## config.mk

```make
export PLATFORM = sky130hd
export DESIGN_NAME = wb_ram_arbiter
export DESIGN_NICKNAME = d
export VERILOG_FILES = /design/src/rtl/wb_ram_arbiter.sv
export SDC_FILE = /design/constraint.sdc
export NUM_CORES = 1
export LEC_CHECK = 0
export ABC_AREA = 1
export CAP_MARGIN = 25
export CELL_PAD_IN_SITES_DETAIL_PLACEMENT = 2
export CELL_PAD_IN_SITES_GLOBAL_PLACEMENT = 2
export CORE_AREA = 2 2 150 152
export CTS_CLUSTER_SIZE = 30
export DETAILED_ROUTE_END_ITERATION = 10
export DIE_AREA = 0 0 152 154
export GPL_TIMING_DRIVEN = 1
export PLACE_DENSITY_LB_ADDON = 0.1
export SLEW_MARGIN = 20
export SYNTH_ARGS = -nofsm -noshare
export SYNTH_HDL_FRONTEND = slang
export SYNTH_SLANG_ARGS = --single-unit
```

## constraint.sdc

```tcl
create_clock -name clk_i -period 3.03 [get_ports clk_i]
set_clock_uncertainty 0.2 [all_clocks]
set_input_delay 0.7575 -clock clk_i [delete_from_list [all_inputs] [get_ports clk_i]]
set_output_delay 0.7575 -clock clk_i [all_outputs]
set_load 0.03 [all_outputs]
```

## src/rtl/wb_ram_arbiter.sv

```systemverilog
// Two-master Wishbone arbiter in front of the single-port on-chip RAM.
// Registered round-robin grant per bus cycle, with a strobe watchdog.
module wb_ram_arbiter #(
   parameter int TIMEOUT_CYCLES = 16,
   parameter int CNT_W          = 8
) (
   input  logic        clk_i,
   input  logic        rst_i,

   input  logic        m0_cyc_i,
   input  logic        m0_stb_i,
   input  logic        m0_we_i,
   input  logic [3:0]  m0_sel_i,
   input  logic [31:0] m0_adr_i,
   input  logic [31:0] m0_dat_i,
   output logic [31:0] m0_dat_o,
   output logic        m0_ack_o,
   output logic        m0_err_o,

   input  logic        m1_cyc_i,
   input  logic        m1_stb_i,
   input  logic        m1_we_i,
   input  logic [3:0]  m1_sel_i,
   input  logic [31:0] m1_adr_i,
   input  logic [31:0] m1_dat_i,
   output logic [31:0] m1_dat_o,
   output logic        m1_ack_o,
   output logic        m1_err_o,

   output logic        s_cyc_o,
   output logic        s_stb_o,
   output logic        s_we_o,
   output logic [3:0]  s_sel_o,
   output logic [31:0] s_adr_o,
   output logic [31:0] s_dat_o,
   input  logic [31:0] s_dat_i,
   input  logic        s_ack_i
);

   localparam logic [1:0] IDLE = 2'd0;
   localparam logic [1:0] GNT0 = 2'd1;
   localparam logic [1:0] GNT1 = 2'd2;

   localparam bit WD_EN = (TIMEOUT_CYCLES != 0);
   localparam int TO_LAST_I = WD_EN ? TIMEOUT_CYCLES - 1 : 0;
   localparam logic [CNT_W-1:0] TO_LAST = CNT_W'(TO_LAST_I);
   localparam logic [CNT_W-1:0] CNT_MAX = {CNT_W{1'b1}};

   logic [1:0]       state;
   logic [1:0]       state_nxt;
   logic [1:0]       arb_pick;
   logic             last_grant;
   logic [CNT_W-1:0] wd_cnt;
   logic             err_q;
   logic             gnt0;
   logic             gnt1;
   logic             state_chg;
   logic             wd_hit;

   assign gnt0 = (state == GNT0);
   assign gnt1 = (state == GNT1);

   // last_grant names the previous winner; a tie goes to the other master
   always_comb begin
      arb_pick = IDLE;
      case ({m0_cyc_i, m1_cyc_i})
         2'b10:   arb_pick = GNT0;
         2'b01:   arb_pick = GNT1;
         2'b11:   arb_pick = last_grant ? GNT0 : GNT1;
         default: arb_pick = IDLE;
      endcase
   end

   always_comb begin
      state_nxt = state;
      case (state)
         IDLE:    state_nxt = arb_pick;
         GNT0:    if (!m0_cyc_i) state_nxt = arb_pick;
         GNT1:    if (!m1_cyc_i) state_nxt = arb_pick;
         default: state_nxt = IDLE;
      endcase
   end

   assign state_chg = (state_nxt != state);

   always_comb begin
      s_cyc_o = 1'b0;
      s_stb_o = 1'b0;
      s_we_o  = 1'b0;
      s_sel_o = 4'h0;
      s_adr_o = 32'h0;
      s_dat_o = 32'h0;
      if (gnt0) begin
         s_cyc_o = m0_cyc_i;
         s_stb_o = m0_stb_i;
         s_we_o  = m0_we_i;
         s_sel_o = m0_sel_i;
         s_adr_o = m0_adr_i;
         s_dat_o = m0_dat_i;
      end else if (gnt1) begin
         s_cyc_o = m1_cyc_i;
         s_stb_o = m1_stb_i;
         s_we_o  = m1_we_i;
         s_sel_o = m1_sel_i;
         s_adr_o = m1_adr_i;
         s_dat_o = m1_dat_i;
      end
   end

   // An ack in the expiring cycle wins; a handover never carries an error
   assign wd_hit = WD_EN && s_stb_o && !s_ack_i &&
                   (wd_cnt == TO_LAST) && !state_chg;

   always_ff @(posedge clk_i or posedge rst_i) begin
      if (rst_i) begin
         state      <= IDLE;
         last_grant <= 1'b1;
         wd_cnt     <= '0;
         err_q      <= 1'b0;
      end else begin
         state <= state_nxt;
         if (state_chg && state_nxt == GNT0)
            last_grant <= 1'b0;
         else if (state_chg && state_nxt == GNT1)
            last_grant <= 1'b1;
         err_q <= wd_hit;
         if (state_chg || s_ack_i || !s_stb_o || wd_hit)
            wd_cnt <= '0;
         else if (wd_cnt != CNT_MAX)
            wd_cnt <= wd_cnt + CNT_W'(1);
      end
   end

   assign m0_ack_o = s_ack_i & gnt0 & ~err_q;
   assign m1_ack_o = s_ack_i & gnt1 & ~err_q;
   assign m0_err_o = err_q & gnt0;
   assign m1_err_o = err_q & gnt1;
   assign m0_dat_o = s_dat_i;
   assign m1_dat_o = s_dat_i;

endmodule

```

==> summary.txt, run 1 <==
Run status
  • Status: finished, final reports clean

Critical path
  • Max FO, Critical Path: 22
  • Crit. End Element: primary output
  • FF-to-FF Start: state[1]
  • R2R setup slack: 860 ps
  • CP Cell Sequence: inv_2 -> buf_4 -> nand3_1 -> nand2_1 -> buf_12
  • WS Path Type: flop to primary output
  • CP max stage cell: dfrtp_1
  • RR Endpoint: wd_cnt[4]
  • Critical Path RT: 2070 ps
  • WP data arrival: 1830 ps
  • Worst R2R Path Depth: 7
  • Biggest cell delay along the critical path: 440 ps
  • Startpoint Class: flop

Clocking
  • Clock sink count: 12
  • Root buf cell: clkbuf_16
  • Longest Clk Path Bufs: 2
  • Post-CTS sizing: 0
  • Hold buffers post-CTS: 0
  • CTS tree: yes
  • # H-tree levels: 1
  • Clock Pin Slew Worst Setup and Hold Paths: 50 ps
  • Total clock buffers created by CTS: 3
  • Post-CTS Setup Inserts: 0
  • Worst-Skew Late Latency: 250 ps

Power and ir drop
  • Worst-case vdd ir drop: 0.162 mV
  • Pwr dens: 438 nW/um2
  • Leakage: 1.98 nW

Cells and area
  • Antenna diodes: 0
  • Filler instances: 2617
  • Share of cells above drive strength 1: 17.5%
  • Final nets: 717
  • Syn-to-layout area delta: 93.2%
  • Most common cell after layout, fill and taps aside: nand2_1
  • Most frequent cells in the layout: nand2_1 (163), clkdlybuf4s50_1 (144), nand3_1 (75), buf_4 (75)

Hold path
  • Hold Crit Start: last_grant
  • WHS Endpoint: last_grant
  • Min-delay worst type: flop to flop
  • Hold Path Depth: 1

Drt
  • First-pass DRT Iterations: 4
  • Detailed-route via count: 3023
  • Vias/cell: 3.70
  • Final wirelength: 12.2 mm
  • DRC Markers: 0
  • Initial DRC count: 60
  • Drt wl/cell: 15.0 um
  • Routed Antenna Nets: 0

Logic synthesis
  • Yosys cell types: 25
  • Synth Register Bits: 12
  • Compound-Gate Fraction of Synth Area: 3.48%
  • Synth Area in Simple Gates: 52.0%
  • Largest family of logic cells by synthesized area: simple AND/OR/NAND/NOR gates
  • Mapped Area: 2160 um2
  • Mux share of post-synthesis cell area: 0%
  • Syn Inst Count: 395
  • Yosys warnings: 0
  • Synthesized Nets: 573
  • Xor/xnor cell area share of the yosys netlist: 0.406%
  • Synth Area in Adders: 0.579%
  • Register area share after synthesis: 14.0%
  • Post-Syn Area per Cell: 5.47 um2

Floorplanning
  • Die width: 152 um
  • Area of the core: 21700 um2
  • Initial Util: 9.96%
  • Die Height: 154 um
  • I/O pin cnt: 316
  • Die ar.: 23400 um2
  • Row cnt: 54

Placement
  • Port Buffers: 219
  • Pre-CTS WS: 347 ps
  • HPWL reported at the end of detailed placement: 9.74 mm
  • GP Congestion: 0.704

Global route
  • Largest net degree at the start of global routing: 46
  • Total GRT Usage: 9.95%
  • Global-route wire length before repair: 19.0 mm
  • Initial antenna violation count: 0
  • GRT overflow: 0
  • Number of global-route vias before repair: 3271

STA
  • Fin crit period: 2790 ps
  • Final count of negative-setup-slack endpoints: 0
  • Fin crit share: 92.0%
  • Fin Setup TNS: 0 ps
  • Final setup margin: 243 ps
  • Fin. max-slew vios: 0
  • Hold Vio Cnt, Final: 0
  • Max Freq: 359 MHz
  • Slew @ Worst Pin: 542 ps
  • Worst slew margin: 63.8%
  • RSZ-0062 raised after global routing: false

Job
  • Max-cap check violation count: 0
-- cell families after synthesis --
logic type | count (synthesis)
AO/OA/AOI/OAI | 12
XOR/XNOR | 1
adder cells (fa/ha/maj) | 1
buffers and inverters | 105
flip-flops | 12
AND/OR/NAND/NOR | 264
-- state kept, by name (all words and copies together), names as in the netlist --
name / cells
state: 2
wd_cnt: 8
err_q: 1
last_grant: 1
-- metal layers --
| metal | up-vias | part of all wire (%) | GRT usage, % |
|---|---|---|---|
| met3 | 22 | 5.9 | 1.80 |
| li1 | 1472 | - | - |
| met5 | - | 0 | 0 |
| met4 | 0 | 1.3 | 2.27 |
| met2 | 129 | 51 | 18.0 |
| met1 | 1400 | 42 | 12.2 |
-- cell type report --
| class | instances | area (um2) | share of cell area, % |
|---|---|---|---|
| clock buffer | 4 | 88.8 | 2.13 |
| inverter | 18 | 67.6 | 1.62 |
| multi-input combinational | 278 | 1220 | 29.2 |
| sequential | 12 | 303 | 7.26 |
| tap | 280 | 350 | 8.40 |
| timing repair buffer | 226 | 2140 | 51.4 |
-- synth_stat cells (all sizes together) --
cell     count  area (um2)
buf         75         527
nor3         3        15.0
a21boi       2        15.0
dfrtp       11         275
clkbuf      12        45.0
nand4        3        25.0
a2bb2oi      1        8.76
ha           1        12.5
xor2         1        8.76
dfstp        1        26.3
nor2        18        75.1
o21ai        5        25.0
nand2      163         612
a21oi        3        18.8
o31ai        1        7.51
inv         18        67.6
nand3       77         395
-- worst max-delay path by stage --
stage	from	endpoint	slack, ps	cells past startpoint
3_5_place_dp	m0_cyc_i	s_cyc_o	350	6
6_report	state[1]	s_dat_o[9]	240	5
3_3_place_gp	m0_cyc_i	s_cyc_o	340	6
4_1_cts	state[1]	s_dat_o[9]	160	5
5_1_grt	state[1]	s_dat_o[11]	40	5
2_1_floorplan	state[0]	m0_ack_o	540	4
-- power breakdown --
group	switching, mW	internal [mW]	leakage, nW
Sequential	0.0135	0.178	0.160
Combinational	0.808	0.546	1.77
Clock	0.0808	0.200	0.0442
-- metrics by stage --
step                      power, mW  instances  area [um2]  hold slack, ps  utilization [%]
final                          1.83        818        4170             325             19.2
after CTS                      1.88        818        4170             330             19.2
after floorplan                1.06        395        2160             292                -
after global routing           1.96        818        4170             347             19.2
after detailed placement       1.58        814        4080             323             18.8
after global placement         1.58        814        4080             304             18.8
-- worst max-delay path, delay by kind of cell (launching register included) --
kind	cells	cell delay (ps)
flip-flops	1	440
buffers and inverters	3	890
AND/OR/NAND/NOR	2	250
Note: power is estimated with default switching activity, not from simulation.
==> inputs of run 2 (changes only) <==
ABC_AREA = not set   (was 1)
CORE_AREA = 2 2 145 147   (was 2 2 150 152)
DIE_AREA = 0 0 147 149   (was 0 0 152 154)
clock period = 2.87 ns   (was 3.03 ns; I/O delays follow)
==> run 2 against run 1 <==
  * Combinational power about the same
  * Die area down 6.4%
  * Sequential share of layout area about the same
  * Final area fell by 0.87%
  * Hold slack improved by 19 ps
  * Sequential cell count unchanged
  * Core utilization is 0.88 points higher
  * Register-to-register slack improved by 90 ps
  * Clock power up 4%
  * Final cell count shrank 19%
  * Wire length fell by 1.5%
  * Critical endpoint is now s_cyc_o
==> summary.txt, run 2 <==
Logic synthesis
  • Mapped Area: 2020 um2
  • Yosys cell types: 37
  • Syn Inst Count: 232
  • Synth top cells by count: a22o_1 (70), buf_4 (64), buf_2 (19), dfrtp_1 (11), nor2_1 (6)
  • Top cells by area, synth: a22o_1 (30%), buf_4 (24%), dfrtp_1 (14%)
  • Yosys warnings: 0
  • Fraction of registers with async set/reset: 100%
  • Register area share after synthesis: 15.0%
  • Ys flop type: dfrtp_1
  • Synthesized Nets: 410
  • Most frequent cell after synthesis: a22o_1
  • Post-Syn Area per Cell: 8.69 um2
  • EDFF count, synth: 0
  • Synth top area share: 30.4%
  • Synth Register Bits: 12
  • Area leader, netlist: a22o_1

Power and ir drop
  • Worst-case vdd ir drop: 0.197 mV
  • Leakage: 1.69 nW
  • Pwr dens: 449 nW/um2

STA
  • Fin. max-slew vios: 0
  • Fin crit share: 98.1%
  • RSZ-0062 raised after global routing: false
  • Final setup margin: 53.5 ps
  • Final count of negative-setup-slack endpoints: 0
  • Hold Vio Cnt, Final: 0
  • Fin crit period: 2820 ps
  • Max Freq: 355 MHz
  • Worst slew margin: 64.7%
  • Slew @ Worst Pin: 529 ps

Clocking
  • # H-tree levels: 1
  • CTS tree: yes
  • Worst-Skew Late Latency: 240 ps
  • Total clock buffers created by CTS: 3
  • Clock sink count: 12
  • Longest Clk Path Bufs: 2
  • Root buf cell: clkbuf_16
  • Clock Pin Slew Worst Setup and Hold Paths: 50 ps

Cells and area
  • Final nets: 564
  • Antenna diodes: 0
  • Most common cell after layout, fill and taps aside: clkdlybuf4s50_1
  • Top reg by flops: wd_cnt
  • Share of cells above drive strength 1: 28.3%
  • Most frequent cells in the layout: clkdlybuf4s50_1 (144), buf_4 (77), a22o_1 (70), buf_12 (12), dfrtp_1 (11)
  • Max reg flops: 8
  • Syn-to-layout area delta: 105%
  • Largest registers: wd_cnt x8, state x2
  • Final Util: 20.1%

Global route
  • Global-route wire length before repair: 17.2 mm
  • Largest net degree at the start of global routing: 48
  • Number of global-route vias before repair: 2575
  • GRT overflow: 0
  • Initial antenna violation count: 0
  • Total GRT Usage: 10.2%

Floorplanning
  • Initial Util: 9.81%
  • Die ar.: 21900 um2
  • Die Height: 149 um
  • I/O pin cnt: 316
  • Row cnt: 53
  • Area of the core: 20600 um2
  • Die width: 147 um

Critical path
  • WS Path Type: input port to primary output
  • Crit. End Element: primary output
  • Critical Path RT: 1950 ps
  • CP Launch Point: m1_cyc_i
  • FF-to-FF Start: wd_cnt[4]
  • WP data arrival: 1900 ps
  • Max FO, Critical Path: 2
  • Startpoint Class: input port

Placement
  • Pre-CTS WS: -275 ps
  • GP Congestion: 0.735
  • Port Buffers: 219
  • HPWL reported at the end of detailed placement: 9.97 mm

Hold path
  • Hold Crit Start: last_grant
  • Min-delay worst type: flop to flop

Drt
  • First-pass DRT Iterations: 4
  • Vias/cell: 3.75
  • DRC Markers: 0
  • Routed Antenna Nets: 0
  • Drt wl/cell: 18.3 um
  • Final wirelength: 12.1 mm
  • Initial DRC count: 34
  • Detailed-route via count: 2473

Run status
  • Status: finished, final reports clean

Job
  • Max-cap check violation count: 0
==> run 2: cell types whose count changed in the layout (fill, tap and decap cells not counted), moves of 3 or more <==
| cell | change |
|---|---|
| nor2_1 | -11 |
| nand2_1 | -161 |
| a21oi_1 | +3 |
| and2_1 | +4 |
| a2111oi_2 | +3 |
| and3b_1 | +4 |
| inv_1 | -15 |
| a22o_1 | +70 |
| nand3_1 | -71 |
| buf_12 | +5 |
==> run 2: layout make-up <==
type	count	area [um2]
inverters	2	7.51
multi-input cells	133	1120
flip-flops and latches	12	302
well taps	275	344
fillers	2367	16400
repair buffers	234	2270
clock buffers	4	88.8
==> run 2: timing repair <==
item | 4_1_cts | 5_1_grt
resized for setup | 3 | 0
hold buffers | 0 | 0
setup buffers | 0 | 2
endpoints found under the setup margin | 1 | 10
==> run 2: through the flow <==
stage | TNS, ps | instances | power (mW) | hold WS [ps] | cell area, um2
2_1_floorplan | 0 | 232 | 1.08 | 299 | 2020
6_report | 0 | 660 | 1.86 | 344 | 4140
3_5_place_dp | -275 | 654 | 1.58 | 337 | 4030
3_3_place_gp | -249 | 654 | 1.59 | 326 | 4030
4_1_cts | 0 | 658 | 1.88 | 342 | 4120
5_1_grt | 0 | 660 | 1.96 | 352 | 4140
==> run 2: path summary, 6_finish.rpt <==
kind / to / slack [ps] / cells past startpoint
max: s_cyc_o / 50 / 4
min: last_grant / 340 / 2
max reg2reg: wd_cnt[7] / 950 / 3
min reg2reg: last_grant / 340 / 2
max in group asynchronous: last_grant / 1480 / 2
min in group asynchronous: wd_cnt[2] / 620 / 2
==> run 2: logic make-up after synthesis <==
family                     synth area share [%]
and+or+nand+nor                            16.0
AOI/OAI and AO/OA                          38.4
buffers and inverters                      30.0
DFF                                        15.0
adders and majority gates                 0.621
==> run 2: worst max-delay path: stages <==
cell             delay (ps)
clkdlybuf4s50_1         420
and3b_1                 200
or2_2                   290
clkdlybuf4s15_2         280
==> run 2: power by group <==
part	internal, mW	switching [mW]
logic	0.647	0.718
clock network	0.211	0.0797
registers	0.184	0.0186
==> run 2: routing by layer <==
| metal | vias to the layer above | track usage, % | part of all wire (%) |
|---|---|---|---|
| met3 | 7 | 3.67 | 9.5 |
| met2 | 151 | 17.6 | 48 |
| li1 | 1134 | - | - |
| met4 | 0 | 1.20 | 0.36 |
| met5 | - | 0 | 0 |
| met1 | 1181 | 12.7 | 42 |
==> inputs of run 3 (changes only) <==
--- a/config.mk
+++ b/config.mk
@@ -6,5 +6,5 @@
 export NUM_CORES = 1
 export LEC_CHECK = 0
-export CAP_MARGIN = 25
+export CAP_MARGIN = 15
 export CELL_PAD_IN_SITES_DETAIL_PLACEMENT = 2
 export CELL_PAD_IN_SITES_GLOBAL_PLACEMENT = 2
--- a/constraint.sdc
+++ b/constraint.sdc
@@ -3,3 +3,3 @@
 set_input_delay 0.7175 -clock clk_i [delete_from_list [all_inputs] [get_ports clk_i]]
 set_output_delay 0.7175 -clock clk_i [all_outputs]
-set_load 0.03 [all_outputs]
+set_load 0.05 [all_outputs]
==> run 3 against run 2 <==
  * Sequential power is 2% lower
  * Total power is 42% higher
  * Maximum frequency is 1.5% higher
  * Setup slack better by 42 ps
  * Wire length is 8.3% higher
  * Global-route usage is 0.93 points higher
  * Clock power is 2% lower
  * Register-to-register slack worse by 50 ps
  * Critical path type unchanged
  * Largest power group unchanged
==> summary.txt, run 3 (synthesis gave the netlist of run 2 again) <==
Power and ir drop
  • Leakage: 1.90 nW
  • Worst-case vdd ir drop: 0.193 mV
  • Sw frac: 45.3%
  • Total power draw: 2.63 mW
  • Net Switching: 1.19 mW
  • Clock network power share: 10.9%
  • Internal: 1.44 mW
  • Sequential power share: 7.5%
  • Gate power share: 81.7%
  • Pwr dens: 533 nW/um2

Critical path
  • Biggest cell delay along the critical path: 420 ps
  • CP Cell Sequence: clkdlybuf4s50_1 -> and3b_1 -> or2_2 -> buf_4
  • Critical Path RT: 1950 ps
  • Startpoint Class: input port
  • Crit. End Element: primary output
  • CP max stage cell: clkdlybuf4s50_1
  • Max FO, Critical Path: 2
  • WS Path Type: input port to primary output
  • WP data arrival: 1860 ps

STA
  • Final count of negative-setup-slack endpoints: 0
  • Hold_ws: 343 ps
  • Fin Setup TNS: 0 ps
  • Hold Vio Cnt, Final: 0
  • Fin crit share: 96.7%
  • Fin crit period: 2770 ps
  • Fin. max-slew vios: 0
  • Final setup margin: 95.1 ps
  • RSZ-0062 raised after global routing: false
  • Slew @ Worst Pin: 515 ps
  • Worst slew margin: 65.6%
  • Max Freq: 360 MHz

Global route
  • Number of global-route vias before repair: 2575
  • Largest net degree at the start of global routing: 40
  • GRT overflow: 0
  • Global-route wire length before repair: 18.6 mm
  • Initial antenna violation count: 0
  • Total GRT Usage: 11.2%

Drt
  • First-pass DRT Iterations: 4
  • Vias/cell: 3.75
  • Routed Antenna Nets: 0
  • Final wirelength: 13.1 mm
  • Drt wl/cell: 19.9 um
  • Met3 routed WL: 1.15 mm
  • DRC Markers: 0
  • Post-Route M1 WL: 5.66 mm
  • Detailed-route via count: 2462
  • WL met2: 6.21 mm
  • Top sig layer: met4
  • Initial DRC count: 56

Floorplanning
  • Row cnt: 53
  • Die width: 147 um
  • Die ar.: 21900 um2
  • Area of the core: 20600 um2
  • I/O pin cnt: 316
  • Initial Util: 9.81%
  • Die Height: 149 um

Clocking
  • CTS tree: yes
  • Clock Pin Slew Worst Setup and Hold Paths: 40 ps
  • Worst-Skew Late Latency: 240 ps
  • Root buf cell: clkbuf_16
  • Total clock buffers created by CTS: 3
  • # H-tree levels: 1
  • Longest Clk Path Bufs: 2
  • Post-CTS Setup Inserts: 0
  • Clock sink count: 12
  • Post-CTS sizing: 0
  • Hold buffers post-CTS: 0

Job
  • Max-cap check violation count: 0

Cells and area
  • Multi-input logic area: 1120 um2
  • Antenna diodes: 0
  • Filler instances: 2259
  • Top reg by flops: wd_cnt
  • Layout Cell Area excl Fill: 4930 um2
  • Sequential cell area: 302 um2
  • Share of cells above drive strength 1: 27.6%
  • Most frequent cells in the layout: clkdlybuf4s50_1 (144), buf_12 (78), a22o_1 (70), dfrtp_1 (11), buf_4 (8)
  • Syn-to-layout area delta: 145%
  • Max reg flops: 8
  • Final nets: 560
  • Most common cell after layout, fill and taps aside: clkdlybuf4s50_1
  • Final Util: 24.0%
  • Largest registers: wd_cnt x8, state x2
  • Post-Layout Cell Count: 656

Placement
  • Pre-CTS WS: 77.0 ps
  • Port Buffers: 219
  • HPWL reported at the end of detailed placement: 10.9 mm
  • Placed cells: 652
  • GP Congestion: 0.713
  • Placed Area: 4840 um2

Run status
  • Status: finished, final reports clean

Hold path
  • Min-delay worst type: flop to flop
run 3: cell types whose count changed in the layout (fill, tap and decap cells not counted):
cell | before | now
clkdlybuf4s15_2 | 1 | 0
buf_12 | 12 | 78
buf_4 | 77 | 8
run 3: layout make-up:
class / instances / share of cell area (%)
multi-input combinational: 133 / 22.8
sequential: 12 / 6.12
inverter: 2 / 0.152
clock buffer: 4 / 1.80
timing repair buffer: 230 / 62.1
tap: 275 / 6.98
run 3: worst paths after layout:
kind                             from         end  slack, ps  cells past startpoint
hold / removal             last_grant  last_grant        340                      2
max in group asynchronous       rst_i  last_grant       1490                      2
setup reg to reg            wd_cnt[4]   wd_cnt[7]        900                      3
hold reg to reg            last_grant  last_grant        340                      2
min in group asynchronous       rst_i   wd_cnt[1]        620                      2
setup / recovery             m1_cyc_i     s_cyc_o        100                      4
run 3: critical path, delay by kind of cell:
family | cells | cell delay (ps)
buffers and inverters | 2 | 610
and+or+nand+nor | 2 | 530
run 3: metal layers:
| metal | track usage, % | vias to the layer above |
|---|---|---|
| li1 | - | 1127 |
| met1 | 14.6 | 1186 |
| met2 | 18.7 | 143 |
| met3 | 3.64 | 6 |
| met4 | 0.913 | 0 |
| met5 | 0 | - |
run 3: power groups by stage:
stage	logic [mW]	clock network (mW)	registers [mW]
6_report	2.15	0.286	0.197
5_1_grt	2.22	0.305	0.198
3_5_place_dp	2.17	0	0.200
4_1_cts	2.18	0.293	0.197
2_1_floorplan	1.23	0	0.193
3_3_place_gp	2.17	0	0.198
